`config.mk`:
```
export PLATFORM = sky130hd
export DESIGN_NAME = hazard_ctrl_flat
export DESIGN_NICKNAME = d
export VERILOG_FILES = /design/src/rtl/hazard_ctrl_if.sv /design/src/rtl/hazard_ctrl.sv /design/src/flat_wrapper.sv
export SDC_FILE = /design/constraint.sdc
export NUM_CORES = 1
export LEC_CHECK = 0
export BUFFER_PORTS_ARGS = -buffer_cell sky130_fd_sc_hd__buf_4
export CAP_MARGIN = 20
export CORE_MARGIN = 10
export CORE_UTILIZATION = 45
export DETAILED_ROUTE_END_ITERATION = 10
export PLACE_DENSITY = 0.74
export SLEW_MARGIN = 20
export SYNTH_ARGS = -nofsm -noshare
export SYNTH_HDL_FRONTEND = slang
export SYNTH_SLANG_ARGS = --single-unit
```
`constraint.sdc`:
```
create_clock -name clock -period 1.5 [get_ports clock]
set_input_delay 0.3 -clock clock [delete_from_list [all_inputs] [get_ports clock]]
set_output_delay 0.3 -clock clock [all_outputs]
set_load 0.03 [all_outputs]
```
`src/rtl/hazard_ctrl_if.sv`:
```
// Pipeline-side signal bundle for hazard_ctrl: ID/EX hazard sources, memory handshake,
// and the stage enables/flushes it drives. The slave modport is the scheduler side.
interface hazard_ctrl_if;
  logic [4:0] id_rs1;
  logic [4:0] id_rs2;
  logic       id_use_rs1;
  logic       id_use_rs2;
  logic [4:0] ex_rd;
  logic       ex_mem_read;
  logic       branch_taken;
  logic       mem_req;
  logic       mem_ack;

  logic       pc_en;
  logic       if_id_en;
  logic       id_ex_en;
  logic       ex_mem_en;
  logic       if_id_flush;
  logic       id_ex_flush;
  logic       bus_error;

  modport master (
    output id_rs1, id_rs2, id_use_rs1, id_use_rs2, ex_rd, ex_mem_read,
           branch_taken, mem_req, mem_ack,
    input  pc_en, if_id_en, id_ex_en, ex_mem_en, if_id_flush, id_ex_flush,
           bus_error
  );

  modport slave (
    input  id_rs1, id_rs2, id_use_rs1, id_use_rs2, ex_rd, ex_mem_read,
           branch_taken, mem_req, mem_ack,
    output pc_en, if_id_en, id_ex_en, ex_mem_en, if_id_flush, id_ex_flush,
           bus_error
  );
endinterface

```
`src/rtl/hazard_ctrl.sv`:
```
// Stall/flush scheduler for the 5-stage RV32 pipeline: load-use bubbles, branch flushes,
// data-memory wait states with timeout. Optional perf counters under HAZARD_PERF_EN.
module hazard_ctrl #(
  parameter int FLUSH_CYCLES = 2,
  parameter int MEM_TIMEOUT  = 16
) (
  input  logic        clock,
  input  logic        reset,
  hazard_ctrl_if.slave bus
`ifdef HAZARD_PERF_EN
  ,
  output logic [31:0] stall_cycles,
  output logic [31:0] flush_cycles
`endif
);

  typedef enum logic [1:0] {RUN, FLUSH, MEM_WAIT, ERROR} state_t;

  localparam logic [2:0] FLUSH_INIT = 3'(FLUSH_CYCLES - 1);
  localparam logic [7:0] WAIT_LAST  = 8'(MEM_TIMEOUT - 1);

  state_t     state_q, state_d;
  state_t     saved_q, saved_d;
  state_t     eff_state;
  logic [2:0] flush_cnt_q, flush_cnt_d;
  logic [7:0] wait_cnt_q, wait_cnt_d;

  logic hz;
  logic mem_stall;
  logic pc_en, if_id_en, id_ex_en, ex_mem_en;
  logic if_id_flush, id_ex_flush, bus_error;

  assign hz = bus.ex_mem_read && (bus.ex_rd != 5'd0) &&
              ((bus.id_use_rs1 && (bus.id_rs1 == bus.ex_rd)) ||
               (bus.id_use_rs2 && (bus.id_rs2 == bus.ex_rd)));

  assign mem_stall = bus.mem_req && !bus.mem_ack;

  always_ff @(posedge clock) begin
    if (reset) begin
      state_q     <= RUN;
      saved_q     <= RUN;
      flush_cnt_q <= '0;
      wait_cnt_q  <= '0;
    end else begin
      state_q     <= state_d;
      saved_q     <= saved_d;
      flush_cnt_q <= flush_cnt_d;
      wait_cnt_q  <= wait_cnt_d;
    end
  end

  // An acked MEM_WAIT cycle behaves exactly like the state it froze, so decode that state instead.
  always_comb begin
    state_d     = state_q;
    saved_d     = saved_q;
    flush_cnt_d = flush_cnt_q;
    wait_cnt_d  = wait_cnt_q;
    eff_state   = state_q;
    pc_en       = 1'b0;
    if_id_en    = 1'b0;
    id_ex_en    = 1'b0;
    ex_mem_en   = 1'b0;
    if_id_flush = 1'b0;
    id_ex_flush = 1'b0;
    bus_error   = 1'b0;

    if (state_q == MEM_WAIT) begin
      if (bus.mem_ack) begin
        eff_state  = saved_q;
        wait_cnt_d = '0;
      end else begin
        wait_cnt_d = wait_cnt_q + 8'd1;
        if (wait_cnt_q == WAIT_LAST) begin
          state_d = ERROR;
        end
      end
    end

    case (eff_state)
      RUN: begin
        if (mem_stall) begin
          state_d    = MEM_WAIT;
          saved_d    = RUN;
          wait_cnt_d = 8'd1;
        end else if (bus.branch_taken) begin
          pc_en       = 1'b1;
          if_id_en    = 1'b1;
          id_ex_en    = 1'b1;
          ex_mem_en   = 1'b1;
          if_id_flush = 1'b1;
          id_ex_flush = 1'b1;
          if (FLUSH_CYCLES > 1) begin
            state_d     = FLUSH;
            flush_cnt_d = FLUSH_INIT;
          end else begin
            state_d = RUN;
          end
        end else if (hz) begin
          id_ex_en    = 1'b1;
          id_ex_flush = 1'b1;
          ex_mem_en   = 1'b1;
          state_d     = RUN;
        end else begin
          pc_en     = 1'b1;
          if_id_en  = 1'b1;
          id_ex_en  = 1'b1;
          ex_mem_en = 1'b1;
          state_d   = RUN;
        end
      end

      // ID holds a wrong-path instruction here, so hz is deliberately not consulted.
      FLUSH: begin
        if (mem_stall) begin
          state_d    = MEM_WAIT;
          saved_d    = FLUSH;
          wait_cnt_d = 8'd1;
        end else begin
          pc_en       = 1'b1;
          if_id_en    = 1'b1;
          id_ex_en    = 1'b1;
          ex_mem_en   = 1'b1;
          if_id_flush = 1'b1;
          if (flush_cnt_q <= 3'd1) begin
            state_d = RUN;
          end else begin
            state_d     = FLUSH;
            flush_cnt_d = flush_cnt_q - 3'd1;
          end
        end
      end

      ERROR: begin
        bus_error = 1'b1;
      end

      default: begin
      end
    endcase

    if (reset) begin
      pc_en       = 1'b0;
      if_id_en    = 1'b0;
      id_ex_en    = 1'b0;
      ex_mem_en   = 1'b0;
      if_id_flush = 1'b0;
      id_ex_flush = 1'b0;
      bus_error   = 1'b0;
    end
  end

  assign bus.pc_en       = pc_en;
  assign bus.if_id_en    = if_id_en;
  assign bus.id_ex_en    = id_ex_en;
  assign bus.ex_mem_en   = ex_mem_en;
  assign bus.if_id_flush = if_id_flush;
  assign bus.id_ex_flush = id_ex_flush;
  assign bus.bus_error   = bus_error;

`ifdef HAZARD_PERF_EN
  // Saturating event counters; pc_en is already forced low under reset, so gate on reset explicitly.
  always_ff @(posedge clock) begin
    if (reset) begin
      stall_cycles <= '0;
      flush_cycles <= '0;
    end else begin
      if (!pc_en && (stall_cycles != 32'hFFFF_FFFF)) begin
        stall_cycles <= stall_cycles + 32'd1;
      end
      if (if_id_flush && (flush_cycles != 32'hFFFF_FFFF)) begin
        flush_cycles <= flush_cycles + 32'd1;
      end
    end
  end
`endif

endmodule

```
`src/flat_wrapper.sv`:
```
// flat-port wrapper written by rule: the top's interface ports become plain ports
module hazard_ctrl_flat 
#(
  parameter int FLUSH_CYCLES = 2,
  parameter int MEM_TIMEOUT  = 16
)
  (clock, reset, bus_id_rs1, bus_id_rs2, bus_id_use_rs1, bus_id_use_rs2, bus_ex_rd, bus_ex_mem_read, bus_branch_taken, bus_mem_req, bus_mem_ack, bus_pc_en, bus_if_id_en, bus_id_ex_en, bus_ex_mem_en, bus_if_id_flush, bus_id_ex_flush, bus_bus_error);
  hazard_ctrl_if bus_i ();
  input  logic clock;
  input  logic reset;
  input wire logic [$bits(bus_i.id_rs1)-1:0] bus_id_rs1;
  input wire logic [$bits(bus_i.id_rs2)-1:0] bus_id_rs2;
  input wire logic [$bits(bus_i.id_use_rs1)-1:0] bus_id_use_rs1;
  input wire logic [$bits(bus_i.id_use_rs2)-1:0] bus_id_use_rs2;
  input wire logic [$bits(bus_i.ex_rd)-1:0] bus_ex_rd;
  input wire logic [$bits(bus_i.ex_mem_read)-1:0] bus_ex_mem_read;
  input wire logic [$bits(bus_i.branch_taken)-1:0] bus_branch_taken;
  input wire logic [$bits(bus_i.mem_req)-1:0] bus_mem_req;
  input wire logic [$bits(bus_i.mem_ack)-1:0] bus_mem_ack;
  output wire logic [$bits(bus_i.pc_en)-1:0] bus_pc_en;
  output wire logic [$bits(bus_i.if_id_en)-1:0] bus_if_id_en;
  output wire logic [$bits(bus_i.id_ex_en)-1:0] bus_id_ex_en;
  output wire logic [$bits(bus_i.ex_mem_en)-1:0] bus_ex_mem_en;
  output wire logic [$bits(bus_i.if_id_flush)-1:0] bus_if_id_flush;
  output wire logic [$bits(bus_i.id_ex_flush)-1:0] bus_id_ex_flush;
  output wire logic [$bits(bus_i.bus_error)-1:0] bus_bus_error;
  assign bus_i.id_rs1 = bus_id_rs1;
  assign bus_i.id_rs2 = bus_id_rs2;
  assign bus_i.id_use_rs1 = bus_id_use_rs1;
  assign bus_i.id_use_rs2 = bus_id_use_rs2;
  assign bus_i.ex_rd = bus_ex_rd;
  assign bus_i.ex_mem_read = bus_ex_mem_read;
  assign bus_i.branch_taken = bus_branch_taken;
  assign bus_i.mem_req = bus_mem_req;
  assign bus_i.mem_ack = bus_mem_ack;
  assign bus_pc_en = bus_i.pc_en;
  assign bus_if_id_en = bus_i.if_id_en;
  assign bus_id_ex_en = bus_i.id_ex_en;
  assign bus_ex_mem_en = bus_i.ex_mem_en;
  assign bus_if_id_flush = bus_i.if_id_flush;
  assign bus_id_ex_flush = bus_i.id_ex_flush;
  assign bus_bus_error = bus_i.bus_error;
  hazard_ctrl #(.FLUSH_CYCLES(FLUSH_CYCLES), .MEM_TIMEOUT(MEM_TIMEOUT)) u_core (.clock(clock), .reset(reset), .bus(bus_i));
endmodule
```
==> impl_metrics.tcl, run 1 <==
set metrics [dict create \
    post-route-util_pct 75.0 \
    leakage_nw 0.667 \
    startpoint "bus_ex_rd[2]" \
    cp.arrival_ps 1560 \
    hold_end "u_core.state_q[1]" \
    grt_pass1_vias 1080 \
    num_vias 1037 \
    grt_pass1_wl_um 4910 \
    dieArea_sq_um 4380 \
    grt_max_degree 11 \
    area_growth_pct 56.2 \
    slew_violations 0 \
    critPathRequiredTime_ps 1200 \
    rsz0062_at_grt "yes" \
    path_buf_inv 2 \
    syn-num-nets 144 \
    cts_max_level 1 \
    synthCells 119 \
    skew_ps 3.98 \
    cp_max_fo 3 \
    insertion_delay_ps 290 \
    gp_congestion 0.844 \
    yosysSeqAreaShare_pct 29.2 \
    relSlewSlack_pct 75.4 \
    clock_sinks 14 \
    die_width_um 66.2 \
    worst_pin_slew_ps 366 \
    violations "setup timing" \
    worst_slack_ps -363 \
    powerDensity_nw_per_um2 659 \
    synth_edf_count 0 \
    power_uw 990 \
    ant_nets 0 \
    final_cell_mix "buf_4 (45), xor2_1 (14), dfxtp_1 (12)" \
    core_sq_um 2000 \
    initial_utilization_pct 48.0 \
    critPathMaxStageDelay_ps 530 \
    worstHoldPathCells 3 \
    fill_cells 160 \
    worst-r2r-cell-count 5 \
    yosysTopAreaCellShare_pct 29.2 \
    wl_per_cell_um 14.6 \
    synth_area_leaders "dfxtp_1 (29%), xor2_1 (13%), nor2_1 (4.3%), nand2_1 (3.5%), inv_1 (3.1%)" \
    slowest_stage "or4_4" \
    mostFrequentLayoutCell "buf_4" \
    cts-root-buf "clkbuf_4" \
    period_needed_ps 1860 \
    drtIter0Drc 56 \
    ir_worst_vdd_v 0.000548 \
    r2r_slack_ps 40 \
    timing.rr.start "u_core.state_q[0]" \
    place_hpwl_um 2180 \
    synthFlopType "dfxtp_1" \
    yosysWarnings 0 \
    setup_viol 6 \
    worstSetupPathType "in2out" \
    drt_wl_total_um 2890 \
    period_share_pct 124 \
    ios 30 \
    synthesis.area_sq_um 961 \
    routed_via_density 5.24 \
    yosys.area.top_type "dfxtp_1" \
    cp_cell_sequence "buf_6 -> or4_4 -> o21a_1 -> o2111ai_1 -> a21oi_1 -> buf_4" \
    clkTransAtPathRegs_ps 90 \
    cts_tree "yes" \
    clockBufferDepth 2 \
    cts_inserted_buffers 3 \
    hold-worst-slack_ps 367 \
    ys_types 42 \
    nets 197 \
    syn_area_per_cell_sq_um 8.07 \
    die_h_um 66.2 \
    setup_tns_ps -1700 \
    outcome "finished, violations left" \
    async_reset_ff_share_pct 0 \
    first_pass_iters 4 \
    io_buffers 29 \
    rows 16 \
    timing.fmax_mhz 537 \
    hold_viol 0 \
    drive_above_1_share_pct 43.9 \
    min_from "reset" \
    n_antenna_cell 0 \
    antenna_found_initial 0 \
    track_usage_pct 13.7 \
    cap_violations 0 \
    r2r_end "u_core.state_q[0]" \
    worstSetupEndpointType "output port" \
    critPathTopFamily "simple AND/OR/NAND/NOR gates" \
    grt.overflow.total 0 \
    hold_class "in2reg" \
    synth_seq_cells 14 \
    drc_errors 0 \
    start_kind "primary input" \
]
routing by layer:
| metal | part of all wire, % | up-vias | GRT usage (%) |
|---|---|---|---|
| li1 | - | 526 | - |
| met1 | 40 | 484 | 15.8 |
| met2 | 54 | 25 | 24.8 |
| met3 | 5.6 | 2 | 3.73 |
| met4 | 0.52 | 0 | 2.36 |
| met5 | 0 | - | 0 |
state kept, by name, indices dropped and copies added (netlist names):
name and count:
u_core.state_q 2, u_core.saved_q 1, u_core.flush_cnt_q 3, u_core.wait_cnt_q 8
through the flow:
step	std cells	setup WS [ps]	cell area, sq um
finish	198	-363	1500
floorplan	119	-209	992
global route	198	-386	1500
detailed placement	187	-374	1340
global placement	187	-349	1340
CTS	200	-371	1480
area by class of cell:
type	instances	area, sq um	area share (%)
flip-flops and latches	14	285	19.0
inverters	8	37.5	2.50
well taps	27	33.8	2.25
multi-input cells	91	669	44.6
clock buffers	4	36.3	2.42
repair buffers	54	439	29.2
synth_stat cells (all sizes together), types with 2 or more instances:
master	instances
nand2b	2
xor2	14
nor4	3
clkbuf	2
and3	2
inv	8
and2	3
nand2	9
nand3	2
buf	4
a21oi	5
xnor2	2
o21ai	3
nor3	4
ha	2
nor2b	3
nor2	11
a31oi	2
nand4	4
dfxtp	14
what timing repair did:
item,in CTS,in global routing
pin swaps,3,10
setup buffers,9,2
gates resized for setup,13,9
endpoints found under the setup margin,7,10
hold buffers,0,0
worst max path at each step:
stage / slack, ps / endpoint / cells past startpoint
2_1_floorplan: -210 / bus_pc_en / 5
3_3_place_gp: -350 / bus_id_ex_flush / 6
3_5_place_dp: -370 / bus_id_ex_flush / 6
4_1_cts: -370 / bus_id_ex_flush / 6
5_1_grt: -390 / bus_id_ex_flush / 6
6_report: -360 / bus_id_ex_flush / 6
power breakdown:
group	total (mW)	leakage (nW)	internal [mW]	switching (mW)
Clock	0.284	0.0210	0.148	0.136
Sequential	0.389	0.115	0.381	0.00785
Combinational	0.317	0.532	0.167	0.150
Total	0.990	0.667	0.696	0.294
worst register-to-register path: stages, from the launching register on:
cell,delay [ps]
dfxtp_2,340
buf_6,130
and4b_1,270
o22ai_2,100
a21o_1,240
a2111oi_4,280
cell families after synthesis:
family	share of synthesized area, %
XOR/XNOR	14.6
buffers and inverters	6.51
flip-flops	29.2
adder cells (fa/ha/maj)	2.60
multiplexers	1.04
AO/OA/AOI/OAI	17.8
AND/OR/NAND/NOR	28.3
(Power assumes the default switching activity.)
==> run 2, diff against run 1 <==
Settings changed: MAX_ROUTING_LAYER set to met4.
==> impl_metrics.tcl, run 2 (same netlist as run 1, synthesis figures left out) <==
set metrics [dict create \
    grt_pass1_vias 1078 \
    skew_ps 4.71 \
    grt_pass1_wl_um 4930 \
    outcome "finished, violations left" \
    critPathMaxStageDelay_ps 530 \
    worst_slack_ps -363 \
    critPathRequiredTime_ps 1200 \
    drtIter0Drc 64 \
    cts_tree "yes" \
    cts_max_level 1 \
    placed_cells 187 \
    grt.overflow.total 0 \
    die_h_um 66.2 \
    cap_violations 0 \
    met2_usage_pct 24.8 \
    register_area_sq_um 285 \
    clock_sinks 14 \
    cp_max_fo 3 \
    cp_cell_sequence "buf_6 -> or4_4 -> o21a_1 -> o2111ai_1 -> a21oi_1 -> buf_4" \
    place_hpwl_um 2180 \
    seqPwrFrac_pct 39.2 \
    p_sw_uw 296 \
    area_growth_pct 56.2 \
    rsz0062_at_grt "yes" \
    io_buffers 29 \
    die_width_um 66.2 \
    worst_pin_slew_ps 366 \
    clkTransAtPathRegs_ps 90 \
    setup_tns_ps -1740 \
    slew_violations 0 \
    mostFrequentLayoutCell "buf_4" \
    grt_max_degree 11 \
    first_pass_iters 4 \
    cp.arrival_ps 1560 \
    top_regs "u_core.wait_cnt_q: 8 flops, u_core.flush_cnt_q: 3 flops, u_core.state_q: 2 flops" \
    slowest_stage "or4_4" \
    insertion_delay_ps 290 \
    routed_via_density 5.36 \
    drive_above_1_share_pct 43.9 \
    cts-root-buf "clkbuf_4" \
    ios 30 \
    clockBufferDepth 2 \
    top_usage_layer "met2" \
    final_cell_area_sq_um 1500 \
    nets 197 \
    core_sq_um 2000 \
    timing.fmax_mhz 537 \
    drc_errors 0 \
    drt_wl_total_um 2910 \
    hold_class "in2reg" \
    antenna_found_initial 0 \
    p_sw_share_pct 29.8 \
    multi_input_area_sq_um 669 \
    p_int_uw 696 \
    ir_worst_vdd_v 0.000548 \
    n_antenna_cell 0 \
    track_usage_pct 14.2 \
    largest_register_ffs 8 \
    worstSetupPathType "in2out" \
    leakage_nw 0.667 \
    cts_inserted_buffers 3 \
    ant_nets 0 \
    fill_cells 160 \
    period_needed_ps 1860 \
    instances_no_fill 198 \
    pwr-share-clk_pct 28.7 \
    rows 16 \
    setup_viol 6 \
    post-route-util_pct 75.0 \
    powerDensity_nw_per_um2 661 \
    place_area_sq_um 1340 \
    power_uw 992 \
    initial_utilization_pct 48.0 \
    start_kind "primary input" \
    regMostFlops "u_core.wait_cnt_q" \
    wl_per_cell_um 14.7 \
    final_cell_mix "buf_4 (45), xor2_1 (14), dfxtp_1 (12)" \
    violations "setup timing" \
    grt_use_met1_pct 15.9 \
    relSlewSlack_pct 75.4 \
    gp_congestion 0.857 \
    dieArea_sq_um 4380 \
    period_share_pct 124 \
    hold_viol 0 \
    power_frac_comb_pct 32.1 \
    num_vias 1062 \
    worstSetupEndpointType "output port" \
    grt_util_met3_pct 3.73 \
]
[run 2: worst paths after layout]
path                         start                    end  slack (ps)  cells past startpoint
min reg2reg  u_core.flush_cnt_q[0]  u_core.flush_cnt_q[0]         510                      2
max                   bus_ex_rd[2]        bus_id_ex_flush        -360                      6
max reg2reg      u_core.state_q[0]      u_core.state_q[0]          50                      5
min                          reset      u_core.state_q[1]         370                      3
[run 2: per-layer routing]
layer  part of all wire, %  up-vias
li1                      -      528
met1                    40      501
met2                    53       28
met3                   5.3        5
met4                  0.89        0
met5                     0        -
[run 2: repair_timing]
action / in CTS / in global routing
hold buffers: 0 / 0
pin swaps: 3 / 9
resized for setup: 13 / 9
buffers inserted: 9 / 2
endpoints found under the setup margin: 7 / 10
[run 2: power by group through the flow]
stage | clock, mW | sequential (mW) | combinational [mW]
6_report | 0.285 | 0.389 | 0.318
5_1_grt | 0.304 | 0.390 | 0.344
4_1_cts | 0.285 | 0.388 | 0.308
3_5_place_dp | 0 | 0.398 | 0.268
3_3_place_gp | 0 | 0.398 | 0.263
2_1_floorplan | 0 | 0.395 | 0.151
[run 2: worst max-delay path: cells and delay by family]
family | cells | cell delay, ps
and+or+nand+nor | 1 | 530
buffers and inverters | 2 | 270
AOI/OAI and AO/OA | 3 | 460
[run 2: cell type report]
class,count,area share (%)
Tap cell,27,2.25
Inverter,8,2.50
Clock buffer,4,2.42
Sequential cell,14,19.0
Multi-Input combinational cell,91,44.6
Timing Repair Buffer,54,29.2
[run 2: per-stage QoR]
| step | worst slack, ps | hold slack (ps) |
|---|---|---|
| 2_1_floorplan | -209 | 469 |
| 3_3_place_gp | -349 | 486 |
| 5_1_grt | -386 | 353 |
| 4_1_cts | -371 | 346 |
| 3_5_place_dp | -374 | 497 |
| 6_report | -363 | 367 |
